## src/rtl/ecall_service_unit.sv

```systemverilog
// Environment-call service unit: print-int, print-hex, read-int and exit.
// Optional read-int timeout is enabled by defining ECALL_TIMEOUT_EN.
module ecall_service_unit #(
    parameter int SW_WIDTH       = 16,
    parameter int SIGN_EXT       = 0,
    parameter int TIMEOUT_CYCLES = 1000
) (
    input  logic                clk,
    input  logic                rst,
    input  logic                ecall_req,
    input  logic [31:0]         a7,
    input  logic [31:0]         a0,
    input  logic [SW_WIDTH-1:0] sw,
    input  logic                btn_confirm,
    output logic                ecall_done,
    output logic                wb_en,
    output logic [31:0]         wb_data,
    output logic [31:0]         disp_val,
    output logic                disp_hex,
    output logic                disp_valid,
    output logic                busy,
    output logic                halted
);

    typedef enum logic [2:0] {
        S_IDLE,
        S_EXEC,
        S_WAIT_BTN,
        S_DONE,
        S_COOL,
        S_HALT
    } state_t;

    state_t      r_state;
    state_t      w_next;
    logic [31:0] r_a7;
    logic [31:0] r_a0;
    logic        r_btn_prev;
    logic [31:0] r_wb_data;
    logic [31:0] r_disp_val;
    logic        r_disp_hex;
    logic        r_disp_valid;
    logic        r_halted;
    logic        w_is_pint;
    logic        w_is_phex;
    logic        w_is_read;
    logic        w_is_exit;
    logic        w_btn_edge;
    logic        w_tmo_hit;
    logic [31:0] w_sw_ext;

    assign w_is_pint  = (r_a7 == 32'd1);
    assign w_is_phex  = (r_a7 == 32'd34);
    assign w_is_read  = (r_a7 == 32'd5);
    assign w_is_exit  = (r_a7 == 32'd10);
    assign w_btn_edge = btn_confirm & ~r_btn_prev;

    always_comb begin
        w_sw_ext = '0;
        w_sw_ext[SW_WIDTH-1:0] = sw;
        if (SIGN_EXT != 0 && sw[SW_WIDTH-1]) begin
            for (int i = SW_WIDTH; i < 32; i++) begin
                w_sw_ext[i] = 1'b1;
            end
        end
    end

`ifdef ECALL_TIMEOUT_EN
    logic [31:0] r_tmo_cnt;

    assign w_tmo_hit = (r_tmo_cnt == 32'(TIMEOUT_CYCLES - 1));

    always_ff @(posedge clk) begin
        if (!rst) begin
            r_tmo_cnt <= '0;
        end else if (r_state == S_WAIT_BTN) begin
            r_tmo_cnt <= r_tmo_cnt + 32'd1;
        end else begin
            r_tmo_cnt <= '0;
        end
    end
`else
    assign w_tmo_hit = 1'b0;
`endif

    always_ff @(posedge clk) begin
        if (!rst) begin
            r_state <= S_IDLE;
        end else begin
            r_state <= w_next;
        end
    end

    always_comb begin
        w_next = r_state;
        unique case (r_state)
            S_IDLE: begin
                if (ecall_req && !r_halted) begin
                    w_next = S_EXEC;
                end
            end
            S_EXEC: begin
                unique case (1'b1)
                    w_is_pint: w_next = S_DONE;
                    w_is_phex: w_next = S_DONE;
                    w_is_read: w_next = S_WAIT_BTN;
                    w_is_exit: w_next = S_HALT;
                    default:   w_next = S_DONE;
                endcase
            end
            S_WAIT_BTN: begin
                if (w_btn_edge || w_tmo_hit) begin
                    w_next = S_DONE;
                end
            end
            S_DONE:  w_next = S_COOL;
            S_COOL:  w_next = S_IDLE;
            S_HALT:  w_next = S_HALT;
            default: w_next = S_IDLE;
        endcase
    end

    always_ff @(posedge clk) begin
        if (!rst) begin
            r_a7         <= '0;
            r_a0         <= '0;
            r_btn_prev   <= 1'b1;
            r_wb_data    <= '0;
            r_disp_val   <= '0;
            r_disp_hex   <= 1'b0;
            r_disp_valid <= 1'b0;
            r_halted     <= 1'b0;
        end else begin
            r_btn_prev <= btn_confirm;
            if (r_state == S_IDLE && w_next == S_EXEC) begin
                r_a7 <= a7;
                r_a0 <= a0;
            end
            if (r_state == S_EXEC) begin
                if (w_is_pint || w_is_phex) begin
                    r_disp_val   <= r_a0;
                    r_disp_hex   <= w_is_phex;
                    r_disp_valid <= 1'b1;
                end
                if (w_is_exit) begin
                    r_halted <= 1'b1;
                end
                // A button already high on entry must go low first
                if (w_is_read) begin
                    r_btn_prev <= 1'b1;
                end
            end
            if (r_state == S_WAIT_BTN) begin
                if (w_btn_edge) begin
                    r_wb_data <= w_sw_ext;
                end else if (w_tmo_hit) begin
                    r_wb_data <= '0;
                end
            end
        end
    end

    assign ecall_done = (r_state == S_DONE);
    assign wb_en      = ecall_done & w_is_read;
    assign wb_data    = r_wb_data;
    assign disp_val   = r_disp_val;
    assign disp_hex   = r_disp_hex;
    assign disp_valid = r_disp_valid;
    assign busy       = (r_state != S_IDLE);
    assign halted     = r_halted;

endmodule

```

## config.mk

```make
export PLATFORM = sky130hd
export DESIGN_NAME = ecall_service_unit
export DESIGN_NICKNAME = d
export VERILOG_FILES = /design/src/rtl/ecall_service_unit.sv
export SDC_FILE = /design/constraint.sdc
export NUM_CORES = 1
export LEC_CHECK = 0
export CAP_MARGIN = 20
export CELL_PAD_IN_SITES_DETAIL_PLACEMENT = 2
export CELL_PAD_IN_SITES_GLOBAL_PLACEMENT = 2
export CORE_MARGIN = 10
export CORE_UTILIZATION = 28
export DETAILED_ROUTE_END_ITERATION = 7
export HOLD_SLACK_MARGIN = 0.02
export PLACE_DENSITY = 0.9
export SLEW_MARGIN = 20
export SYNTH_ARGS = -nofsm -noshare
export SYNTH_HDL_FRONTEND = slang
export SYNTH_SLANG_ARGS = --single-unit
```

## constraint.sdc

```tcl
create_clock -name clk -period 2.8 [get_ports clk]
set_input_delay 0.56 -clock clk [delete_from_list [all_inputs] [get_ports clk]]
set_output_delay 0.56 -clock clk [all_outputs]
set_load 0.005 [all_outputs]
```

==> reports/metrics.yaml <==
vias: 4305
layout.nets: 773
dieArea_um2: 22410
status: "finished, final reports clean"
initial_utilization_pct: 28.51
synth_seq_area_share_pct: 50.57
antenna_found_initial: 1
yosys.cell_types.count: 36
min_period_over_period_pct: 84.91
rsz0062_at_grt: "false"
ant_nets: 0
drive_gt1_share_pct: 7.692
r2r_setup_slack_ps: 830
grt_use_met2_pct: 29.36
cts_sinks: 119
slowest_stage: "clkdlybuf4s50_1"
crit_required_ps: 2240
seqPwrFrac_pct: 40.8
dieWidth_um: 149.7
synthCells: 561
layout.cells.most_common: "nand2_1"
holdWs_ps: 460.7
final_cell_count_no_fill: 924
relSlewSlack_pct: 51.84
clock_path_buffers: 2
htreeDepth: 4
power.leakage_nw: 2.377
clk_latency_ps: 420
final_max_slew_viol_count: 0
skew_ps: 9.750
crit_path_max_fanout: 6
crit_path_start_kind: "flop"
rows: 47
fmax_ghz: 0.4206
coreArea_um2: 16520
slowest_delay_ps: 530
hold_violations: 0
grt_pass1_wl_mm: 27.17
top_usage_layer: "met2"
synth_seq_cells: 119
io_pins: 154
worstSetupPathType: "flop to primary output"
path_clk_slew_ps: 60
overflow: 0
drt_iter0_drc: 198
use_met3_pct: 4.589
yosysTopAreaCellShare_pct: 50.57
grtUsageMet1_pct: 15.32
fin_tns_setup_ps: 0
wl_mm: 17.28
cpLargestDelayFamily: "buffers and inverters"
grt_pass1_vias: 4912
root_buffer: "clkbuf_16"
placed_cells: 889
switching_share_pct: 25.61
synth_area_leaders: "dfxtp_1, nand2_1, a21oi_1"
syn_to_final_growth_pct: 43.32
drv_cap: 0
fin_crit_ps: 2377
setup.worst_path.end_class: "primary output"
pwr-share-comb_pct: 12.6
die_y_um: 149.7
hold_path.class: "flop to flop"
remaining_drc_errors: 0
drt-pass1-iter-count: 4
grt_max_degree: 49
peakVddDrop_mv: 0.4293
wl_per_cell_um: 18.70
fillers: 1819
cp_num_buf_inv: 1
synth_area_leader_cell: "dfxtp_1"
p_switching_mw: 1.172
mostFrequentLayoutCells: "nand2_1, clkdlybuf4s50_1, dfxtp_1"
viasPerCell: 4.659
groute.usage.overall_pct: 15.46
ys_warn_count: 0
p_per_area_nw_per_um2: 677.8
setup_viol: 0
synth_area_um2: 4711
arrival_ps: 1820
syn_area_per_cell_um2: 8.397
p_total_mw: 4.576
worst_slew_pin_slew_ps: 722.4
cts_buffers: 17
clkPwrFrac_pct: 46.6
p_int_mw: 3.404
portBuffers: 137
place_hpwl_mm: 12.63
cts_tree: "done"
crit_chain: "nor2b_1, and2_1, clkdlybuf4s50_1"
gp_congestion: 0.7645
[final timing paths]
check | start | end | depth (start not counted)
worst max-delay path | r_state[1] | ecall_done | 3
worst min-delay path | r_a0[28] | r_a0[28] | 2
worst max register to register | r_state[2] | r_a7[12] | 5
worst min register to register | r_a0[28] | r_a0[28] | 2
[cells in the mapped netlist]
cell and number:
or4_1 1, inv_1 1, nand2_1 227, nand4_1 2
conb_1 1, nand3b_1 1, and2_1 2, buf_6 8
nor2_1 4, buf_2 3, o21a_1 2, buf_12 3
nor4_1 1, buf_4 21, a21oi_1 83, or3_4 1
nand3_1 2, dfxtp_1 119, and3b_1 1, a31o_2 1
nor4b_1 1, o31ai_1 1, mux2i_1 32, nor2b_1 2
nor3b_2 1, nand4_2 1, nor4_2 7, clkbuf_1 19
o21ai_0 1, nand2b_1 1, nor4bb_1 1, and3_1 1
or3_1 2, or3b_1 1, nor3_1 5, nand4b_1 1
[cells by family after synthesis]
kind of cell / after synthesis / share of synthesized area (%)
AO/OA/AOI/OAI: 88 / 9.588
buffers and inverters: 55 / 8.446
flip-flops: 119 / 50.57
multiplexers: 32 / 6.800
other: 1 / 0.07960
AND/OR/NAND/NOR: 266 / 24.52
[state kept, by name, summed over array words and instances (netlist names)]
name        count
wb_data        16
r_state         3
r_a0           32
disp_valid      1
halted          1
r_btn_prev      1
disp_val       32
r_a7           32
disp_hex        1
[layer usage]
| layer | vias to the layer above | part of all wire, % |
|---|---|---|
| met5 | - | 0 |
| met3 | 20 | 4.9 |
| met1 | 2116 | 38 |
| li1 | 2065 | - |
| met2 | 104 | 56 |
| met4 | 0 | 1.7 |
[final cells by class]
| type | count | area (um2) | share of cell area [%] |
|---|---|---|---|
| clock inverters | 8 | 97.59 | 1.446 |
| diodes | 2 | 5.005 | 0.07413 |
| clock buffers | 24 | 471.7 | 6.987 |
| inverters | 1 | 3.754 | 0.05560 |
| repair buffers | 148 | 1476 | 21.87 |
| multi-input cells | 402 | 2039 | 30.21 |
| well taps | 220 | 275.3 | 4.077 |
| flip-flops and latches | 119 | 2382 | 35.29 |
[timing repair]
item	CTS	global route
buffers inserted	0	1
pin swaps	0	2
gates resized for setup	3	3
endpoints found under the setup margin	1	1
hold buffers	0	0
[power by group through the flow]
stage	Clock (mW)	Sequential (mW)	Combinational [mW]
after floorplan	0	1.87	0.361
after global placement	0	1.88	0.536
after detailed placement	0	1.90	0.570
after CTS	2.16	1.86	0.585
after global routing	2.26	1.88	0.648
final	2.13	1.87	0.576
[tightest hold or removal path, cell delays in order, from the launching register on]
cell     delay, ps
dfxtp_1        310
nand2_1         50
a21oi_1         50
[per-stage QoR]
step	utilization (%)	setup slack [ps]	cell area, um2
floorplan	-	1087	4767
global placement	37.09	405.8	6130
detailed placement	37.09	427.8	6130
CTS	40.66	9.354	6719
global route	40.83	326.1	6746
finish	40.86	422.5	6751
Note: power is estimated with default switching activity, not from simulation.
